$ cat src/rtl/rr_merge_pkg.sv
// Shared definitions for the round-robin merge stage: counter width, pointer
// advance helper and the default-width FIFO entry layout.
package rr_merge_pkg;

  localparam int unsigned RR_CNT_W = 16;

  // Default geometry; the top module re-declares the entry against its own parameters.
  localparam int unsigned RR_N_IN_DEF   = 5;
  localparam int unsigned RR_DATA_W_DEF = 32;
  localparam int unsigned RR_SRC_W_DEF  = $clog2(RR_N_IN_DEF);

  typedef struct packed {
    logic [RR_SRC_W_DEF-1:0]  src;
    logic [RR_DATA_W_DEF-1:0] data;
  } rr_entry_t;

  // Next round-robin position after ptr among n streams.
  function automatic int unsigned rr_next(input int unsigned ptr, input int unsigned n);
    return (ptr + 1) % n;
  endfunction

endpackage

$ cat src/rtl/rr_merge_fifo.sv
// Synchronous FIFO for the merge stage. Storage is cleared on reset so the head
// reads as zero until the first entry lands. DEPTH must be a power of two.
module rr_merge_fifo #(
  parameter  int unsigned WIDTH = 35,
  parameter  int unsigned DEPTH = 4,
  localparam int unsigned PTR_W = $clog2(DEPTH),
  localparam int unsigned CNT_W = $clog2(DEPTH + 1)
) (
  input  logic             clk_i,
  input  logic             rst_i,
  input  logic             push_i,
  input  logic             pop_i,
  input  logic [WIDTH-1:0] wdata_i,
  output logic [WIDTH-1:0] rdata_o,
  output logic             full_o,
  output logic             empty_o,
  output logic [CNT_W-1:0] count_o
);

  logic [WIDTH-1:0] mem_q [DEPTH];
  logic [PTR_W-1:0] wr_ptr_q, wr_ptr_d;
  logic [PTR_W-1:0] rd_ptr_q, rd_ptr_d;
  logic [CNT_W-1:0] count_q, count_d;

  // Pointer and occupancy next-state; pointers wrap naturally at DEPTH.
  always_comb begin
    wr_ptr_d = wr_ptr_q;
    rd_ptr_d = rd_ptr_q;
    count_d  = count_q;
    if (push_i) wr_ptr_d = wr_ptr_q + PTR_W'(1);
    if (pop_i)  rd_ptr_d = rd_ptr_q + PTR_W'(1);
    unique case ({push_i, pop_i})
      2'b10:   count_d = count_q + CNT_W'(1);
      2'b01:   count_d = count_q - CNT_W'(1);
      default: count_d = count_q;
    endcase
  end

  // State and storage; reset overrides any same-cycle push or pop.
  always_ff @(posedge clk_i) begin
    if (rst_i) begin
      wr_ptr_q <= '0;
      rd_ptr_q <= '0;
      count_q  <= '0;
      for (int unsigned i = 0; i < DEPTH; i++) mem_q[i] <= '0;
    end else begin
      wr_ptr_q <= wr_ptr_d;
      rd_ptr_q <= rd_ptr_d;
      count_q  <= count_d;
      if (push_i) mem_q[wr_ptr_q] <= wdata_i;
    end
  end

  assign rdata_o = mem_q[rd_ptr_q];
  assign full_o  = (count_q == CNT_W'(DEPTH));
  assign empty_o = (count_q == '0);
  assign count_o = count_q;

endmodule

$ cat src/rtl/rr_merge_stage.sv
// Round-robin merge of N_IN valid/ready streams into one tagged output stream,
// buffered through rr_merge_fifo. Define RR_MERGE_STATS_EN to add the
// per-source saturating grant counters on port grant_cnt_o.
module rr_merge_stage import rr_merge_pkg::*; #(
  parameter  int unsigned N_IN   = 5,
  parameter  int unsigned DATA_W = 32,
  parameter  int unsigned DEPTH  = 4,
  localparam int unsigned SRC_W  = $clog2(N_IN)
) (
  input  logic                   clk_i,
  input  logic                   rst_i,
  input  logic [N_IN-1:0]        in_valid_i,
  output logic [N_IN-1:0]        in_ready_o,
  input  logic [N_IN*DATA_W-1:0] in_data_i,
  output logic                   out_valid_o,
  input  logic                   out_ready_i,
  output logic [DATA_W-1:0]      out_data_o,
  output logic [SRC_W-1:0]       out_src_o
`ifdef RR_MERGE_STATS_EN
  ,
  output logic [N_IN*RR_CNT_W-1:0] grant_cnt_o
`endif
);

  localparam int unsigned CNT_W = $clog2(DEPTH + 1);

  typedef struct packed {
    logic [SRC_W-1:0]  src;
    logic [DATA_W-1:0] data;
  } entry_t;

  entry_t           wr_entry, rd_entry;
  logic             fifo_full, fifo_empty, fifo_pop, can_push;
  logic [CNT_W-1:0] fifo_count;
  logic             grant_fire;
  logic [SRC_W-1:0] grant_idx;
  logic [SRC_W-1:0] rr_ptr_q, rr_ptr_d;

  assign out_valid_o = ~fifo_empty;
  assign fifo_pop    = out_valid_o & out_ready_i;
  // A pop in the same cycle frees the slot, so a full FIFO may still accept.
  assign can_push    = ~fifo_full | fifo_pop;

  // Grant the first valid stream at or after rr_ptr; candidate ptr+k may exceed N_IN-1 once.
  always_comb begin
    grant_fire = 1'b0;
    grant_idx  = '0;
    if (!rst_i && can_push) begin
      for (int unsigned k = 0; k < N_IN; k++) begin
        for (int unsigned i = 0; i < N_IN; i++) begin
          if (!grant_fire && in_valid_i[i] &&
              ((32'(rr_ptr_q) + k == i) || (32'(rr_ptr_q) + k == i + N_IN))) begin
            grant_fire = 1'b1;
            grant_idx  = SRC_W'(i);
          end
        end
      end
    end
  end

  // One-hot ready plus the payload mux for the granted stream.
  always_comb begin
    in_ready_o    = '0;
    wr_entry.src  = grant_idx;
    wr_entry.data = '0;
    for (int unsigned i = 0; i < N_IN; i++) begin
      if (grant_idx == SRC_W'(i)) begin
        wr_entry.data = in_data_i[i*DATA_W +: DATA_W];
        in_ready_o[i] = grant_fire;
      end
    end
  end

  // Pointer advances past the winner; holds when nothing is granted.
  always_comb begin
    rr_ptr_d = rr_ptr_q;
    if (grant_fire) rr_ptr_d = SRC_W'(rr_next(32'(grant_idx), N_IN));
  end

  // Round-robin pointer register.
  always_ff @(posedge clk_i) begin
    if (rst_i) rr_ptr_q <= '0;
    else       rr_ptr_q <= rr_ptr_d;
  end

  rr_merge_fifo #(
    .WIDTH ($bits(entry_t)),
    .DEPTH (DEPTH)
  ) u_fifo (
    .clk_i   (clk_i),
    .rst_i   (rst_i),
    .push_i  (grant_fire),
    .pop_i   (fifo_pop),
    .wdata_i (wr_entry),
    .rdata_o (rd_entry),
    .full_o  (fifo_full),
    .empty_o (fifo_empty),
    .count_o (fifo_count)
  );

  // Full flag and occupancy count must agree.
  assert property (@(posedge clk_i) disable iff (rst_i)
                   fifo_full == (32'(fifo_count) == DEPTH));

  assign out_data_o = rd_entry.data;
  assign out_src_o  = rd_entry.src;

`ifdef RR_MERGE_STATS_EN
  logic [RR_CNT_W-1:0] cnt_q [N_IN];

  // Per-source grant counters, saturating at all-ones.
  always_ff @(posedge clk_i) begin
    if (rst_i) begin
      for (int unsigned i = 0; i < N_IN; i++) cnt_q[i] <= '0;
    end else if (grant_fire && (cnt_q[grant_idx] != '1)) begin
      cnt_q[grant_idx] <= cnt_q[grant_idx] + RR_CNT_W'(1);
    end
  end

  // Flatten counters onto the output port.
  always_comb begin
    grant_cnt_o = '0;
    for (int unsigned i = 0; i < N_IN; i++) grant_cnt_o[i*RR_CNT_W +: RR_CNT_W] = cnt_q[i];
  end
`endif

endmodule

$ cat config.mk
export PLATFORM = sky130hd
export DESIGN_NAME = rr_merge_stage
export DESIGN_NICKNAME = d
export VERILOG_FILES = /design/src/rtl/rr_merge_pkg.sv /design/src/rtl/rr_merge_fifo.sv /design/src/rtl/rr_merge_stage.sv
export SDC_FILE = /design/constraint.sdc
export NUM_CORES = 1
export LEC_CHECK = 0
export CORE_MARGIN = 5
export CORE_UTILIZATION = 30
export CTS_CLUSTER_DIAMETER = 30
export CTS_CLUSTER_SIZE = 28
export DETAILED_ROUTE_END_ITERATION = 12
export MAX_ROUTING_LAYER = met4
export SYNTH_ARGS = -nofsm -noshare
export SYNTH_HDL_FRONTEND = slang
export SYNTH_SLANG_ARGS = --single-unit
$ cat constraint.sdc
create_clock -name clk_i -period 5.6 [get_ports clk_i]
set_input_delay 0.56 -clock clk_i [delete_from_list [all_inputs] [get_ports clk_i]]
set_output_delay 0.56 -clock clk_i [all_outputs]
set_load 0.03 [all_outputs]
# Yosys cells after proc, flatten, opt, wreduce, memory -nomap -nowiden
# Memory sizes are Yosys's and may differ from the RTL's. A register that Yosys moved wholly into a read port is not among the register bits.
# Cells that the tools add are included.
# classes
add_sub_neg	9
div_mod_pow	1
n_eq_ne	50
muxes	96
bitwise_logic	4
reduce_logical	107
# op_table
op	n
== test 32 x 3 -> 1 bit, second input constant	16
== test 32 x 2 -> 1 bit, second input constant	8
logical NOT 32 bit	5
2-to-1 mux 32 bit	5
== test 32 x 1 -> 1 bit, second input constant	4
== test 32 x 4 -> 1 bit, second input constant	4
2-to-1 mux 3 bit	24
2-to-1 mux 1 bit	62
logical AND 1 bit	50
2-to-1 mux 35 bit	1
OR reduction 35 bit	1
modulo 32 x 3 -> 32 bit, second input constant	1
logical NOT 1 bit	25
logical OR 1 bit	23
== test 3 bit, second input constant	6
== test 4 bit, second input constant	4
== test 3 x 2 -> 1 bit, second input constant	4
adder 3 x 1 -> 4 bit, second input constant	2
adder 3 x 2 -> 4 bit, second input constant	2
== test 3 x 1 -> 1 bit, second input constant	2
logical NOT 3 bit	2
2-to-1 mux 2 bit	3
one-hot mux 3 bit (2 select lines)	1
adder 2 x 1 -> 2 bit, second input constant	2
other kinds (9)	10
# word_totals
register_bits	10
mem_bits_rw	140
in_bits	168
elab_cells	272
n_memories	1
# mem_list
memory	words	word_bits	rd	rd_ports_with_merged_regs	write_ports	line_no	source
u_fifo.mem_q	4	35	1	1	4	rr_merge_fifo.sv:20	logic [WIDTH-1:0] mem_q [DEPTH];

# Longest topological paths before layout
# logic_depth
ltp_word	133
ltp_mapped	21
ltp_nobuf	15

# By module
# Synthesis repeated with hierarchy kept, for this count alone.
# hier_totals
hier_cells	778
hier_area_um2	9014.9
# by_module_without_submodules
mod	n_inst	cells_per_inst	area_each_um2	seq_area_each_um2
rr_merge_fifo	1	384	6483.7	4384.2
rr_merge_stage	1	394	2531.2	60.1

# Worst setup path after synthesis
# Ideal clock, no wire load.
# synth_timing
path_kind	register to register
start	register rr_ptr_q[2]
end	memory u_fifo.mem_q[0][12] (data pin)
setup_ns	0.157
t_arrival_ns	4.372
t_required_ns	5.443
setup_slack_ns	1.071
path_stages_with_launch	21
n_path_buf	6
cell_sequence	dfxtp_1 buf_2 buf_4 inv_1 ha_1 buf_2 and4b_1 or4b_4 nor4_4 a41oi_1 o31ai_2 inv_1 ha_1 clkbuf_1 nor2b_1 clkbuf_1 clkbuf_1 a22oi_1 o21ai_0 a221oi_4 nor3_1
# synth_lines
item	line_no	source
start: declaration	rr_merge_stage.sv:37	logic [SRC_W-1:0] rr_ptr_q, rr_ptr_d;
start signal: assignment	rr_merge_stage.sv:83	else rr_ptr_q <= rr_ptr_d;
end: declaration	rr_merge_fifo.sv:20	

# Worst setup path in the final report
# layout_timing
start	register rr_ptr_q[1]
end	output port in_ready_o[4]
# layout_via
elab_chain_len	127
# layout_rtl
item	line_no	source
logical NOT 32 bit / == test 3 bit (equally long branches)	rr_merge_stage.sv:52	((32'(rr_ptr_q) + k == i) || (32'(rr_ptr_q) + k == i + N_IN))) begin
logical OR 1 bit	rr_merge_stage.sv:52	
logical AND 1 bit	rr_merge_stage.sv:51	if (!grant_fire && in_valid_i[i] &&
2-to-1 mux 1 bit	rr_merge_stage.sv:51	
2-to-1 mux 1 bit	rr_merge_stage.sv:48	if (!rst_i && can_push) begin
logical NOT 1 bit	rr_merge_stage.sv:51	
logical AND 1 bit (2 in a row)	rr_merge_stage.sv:51	
2-to-1 mux 1 bit	rr_merge_stage.sv:51	
[109 not listed]	-	
2-to-1 mux 1 bit	rr_merge_stage.sv:51	
2-to-1 mux 1 bit	rr_merge_stage.sv:48	
logical NOT 1 bit	rr_merge_stage.sv:51	
logical AND 1 bit (2 in a row)	rr_merge_stage.sv:51	
2-to-1 mux 3 bit	rr_merge_stage.sv:51	
2-to-1 mux 3 bit	rr_merge_stage.sv:48	
== test 3 bit	rr_merge_stage.sv:67	if (grant_idx == SRC_W'(i)) begin
2-to-1 mux 1 bit (*)	rr_merge_stage.sv:67	
end: declaration	rr_merge_stage.sv:13	output logic [N_IN-1:0] in_ready_o,
# Mark *: on every way between the ends. The rest lies on a longest branch, timed or not. The select of a mux whose other input is x is not followed.

==> out/metrics.cfg <==
[status]
status=finished, final reports clean

[synthesis]
synth_top_area_share_pct=47.36
synthesis.nets=919
avgSynthCellArea_um2=12.00
syn_inst=740
ys_types=73
async_reset_ff_share_pct=0
ys_seq_elements=152
synth_ff_type=edfxtp_1
synth.yosys.seq_area_share_pct=50.06
ys_warn_count=0
synth.largest_area_cell=edfxtp_1
synth_area_leaders=edfxtp_1 (47%), mux4_2 (8.9%), nor3_1 (7.0%), a221oi_2 (3.6%), a221oi_4 (3.0%)
yosysMostFrequentCell=edfxtp_1
synth_edf_count=140
synthTopCellsByCount=edfxtp_1 (140), nor3_1 (124), nor2_1 (55)
syn-cell-area_um2=8877

[floorplan]
start_util_pct=30.19
die_x_um=182.0
rows=63
core-area_um2=29400
io_pins=209
die_y_um=182.0
die_area_um2=33130

[sta]
tns_ns=0
timing.final.ws_setup_ns=0.3319
slew_headroom_pct=28.41
tightest_slew_ns=1.074
timing.hold.ws_ns=0.5145
fmax_mhz=189.8
drv_slew=0
skew_ns=0.01057
setup_viol=0
finalCritPeriodShare_pct=94.07
final_hold_viol_count=0
min_period_ns=5.268
rsz0062_at_grt=no

[finish]
area_delta_synth_final_pct=35.02
fillers=2760
final_util_pct=40.77
drive_gt1_share_pct=17.34
nNetsFinal=1112

[global_route]
track_usage_pct=17.28
antenna_found_initial=2
grt.overflow.total=0
grt_pass1_wl_um=43100
grt_start_max_net_pins=37
grt_pass1_vias=7365

[critical_path]
r2r_slack_ns=0.66
worstSetupPathType=reg -> out
endpoint_kind=output port
max_stage_delay_ns=0.74
r2r-end=u_fifo.mem_q[0][22]$_SDFFCE_PN0P_
critPathLaunchType=flop
reg2reg_from=rr_ptr_q[1]$_SDFFE_PP0P_
required_ns=5.04
critPathCapture=in_ready_o[4]
crit_fanout=10
cp_common_cell=ha_1
rr_worst_depth=14
worstSetupStartpoint=rr_ptr_q[1]$_SDFFE_PP0P_
slowest_stage=clkdlybuf4s50_1
path_cells=and2_1 -> ha_1 -> and4b_1 -> or4b_4 -> nor4_4 -> a41oi_1 -> o21ai_1 -> ha_1 -> and4_2 -> clkdlybuf4s50_1
crit_arrival_ns=4.71

[cts]
clkSinkCount=152
clock_latency_ns=0.43
clk_pin_slew_ns=0.07
clock_path_buffers=2
cts_inserted_buffers=17
htree_num_levels=4
cts_root_buf=clkbuf_16
cts_hold_buf=0
cts_tree=done

[detailed_routing]
first_pass_iters=5
ant_nets=0
drc=0
wl_met1_um=11650
wl_um=28160
viasPerCell=5.277
drt-initial-drc-count=412
wl_met3_um=1312
routed.top_layer=met4
vias=7060
dr_wl_met2_um=14760
routedWlPerCell_um=21.05

[placed_design]
hpwl_um=19190
port_buffers=208
place_worst_setup_slack_ns=0.3946
gp_congestion=0.8815

[power]
power_leakage_nw=4.096
vdd_drop_max_v=0.0002222
pwr_density_cell_nw_per_um2=609.3

[worst_hold_path]
hp-class=reg -> reg

[job]
max-cap-violations=0

cells by family (layout without fill, tap and decap cells):
| group | after synthesis | after routing | synth area share (%) |
|---|---|---|---|
| AO/OA/AOI/OAI | 159 | 159 | 16.53 |
| XOR/XNOR | 6 | 6 | 0.5921 |
| adder cells (fa/ha/maj) | 11 | 11 | 1.635 |
| buffers and inverters | 77 | 283 | 4.468 |
| flip-flops | 152 | 152 | 50.06 |
| multiplexers | 42 | 42 | 9.697 |
| other | 0 | 2 | 0 |
| AND/OR/NAND/NOR | 293 | 293 | 17.01 |
critical path, delay by kind of cell, from the launching register on:
family / cells / cell delay (ns)
AO/OA/AOI/OAI: 2 / 0.52
adder cells (fa/ha/maj): 2 / 0.69
flip-flops: 1 / 0.43
buffers and inverters: 1 / 0.74
AND/OR/NAND/NOR: 5 / 1.88
where the power goes:
group / total (mW) / internal [mW] / switching (mW)
Sequential: 1.99 / 1.81 / 0.179
Clock: 1.13 / 0.629 / 0.503
Combinational: 4.19 / 1.73 / 2.46
Total: 7.30 / 4.16 / 3.14
stage by stage:
step	power, mW	std cells	area (µm²)
2_1_floorplan	4.883	740	8877
3_3_place_gp	6.191	1303	11390
3_5_place_dp	6.228	1303	11390
4_1_cts	7.367	1335	11970
5_1_grt	7.777	1338	11990
6_report	7.303	1338	11990
state kept, by name (all words and copies together), names as in the netlist, named ones only:
register         count
u_fifo.wr_ptr_q      2
rr_ptr_q             3
u_fifo.mem_q       140
u_fifo.rd_ptr_q      2
u_fifo.count_o       3
what timing repair did:
action,CTS,global route
setup buffers,0,1
setup endpoints to repair,0,56
gates resized for setup,0,1
placed cells by master (no fill, tap or decap), types with 4 or more instances in the layout:
cell type	count
a21oi_1	9
a221oi_4	10
nand2b_1	8
o21a_1	4
nor3_1	124
a221oi_2	21
nor3_2	6
or3_1	4
buf_4	28
edfxtp_1	140
o21ai_0	38
inv_1	13
nand2_1	46
mux2i_1	5
ha_1	8
mux4_2	35
clkbuf_16	17
dfxtp_1	9
and3_1	7
and2_1	4
clkdlybuf4s50_1	207
nor2b_1	4
inv_6	6
nor2_1	55
a22oi_1	35
final cells by class:
class	instances	area, µm²	share of cell area [%]
clock inverters	15	156.4	1.305
clock buffers	17	425.4	3.549
diodes	2	5.005	0.04175
repair buffers	238	2342	19.54
inverters	13	48.80	0.4071
well taps	390	488.0	4.071
flip-flops and latches	152	4448	37.11
multi-input cells	511	4073	33.98
worst min-delay path by stage:
stage                                     from                              to  slack [ns]  depth (start not counted)
2_1_floorplan   u_fifo.count_o[2]$_SDFFE_PP0P_  u_fifo.count_o[2]$_SDFFE_PP0P_        0.46                          2
3_3_place_gp    u_fifo.count_o[2]$_SDFFE_PP0P_  u_fifo.count_o[2]$_SDFFE_PP0P_        0.48                          2
3_5_place_dp    u_fifo.count_o[2]$_SDFFE_PP0P_  u_fifo.count_o[2]$_SDFFE_PP0P_        0.49                          2
4_1_cts         u_fifo.count_o[2]$_SDFFE_PP0P_  u_fifo.count_o[2]$_SDFFE_PP0P_        0.50                          2
5_1_grt        u_fifo.rd_ptr_q[1]$_SDFFE_PP0P_                            flop        0.55                          2
6_report        u_fifo.count_o[2]$_SDFFE_PP0P_  u_fifo.count_o[2]$_SDFFE_PP0P_        0.51                          2
layer usage:
metal / vias to the layer above / global-route usage, %
met3: 25 / 2.865
met4: 0 / 4.653
met5: - / -
li1: 3315 / -
met1: 3514 / 20.85
met2: 206 / 30.07
Note: power is estimated with default switching activity, not from simulation.
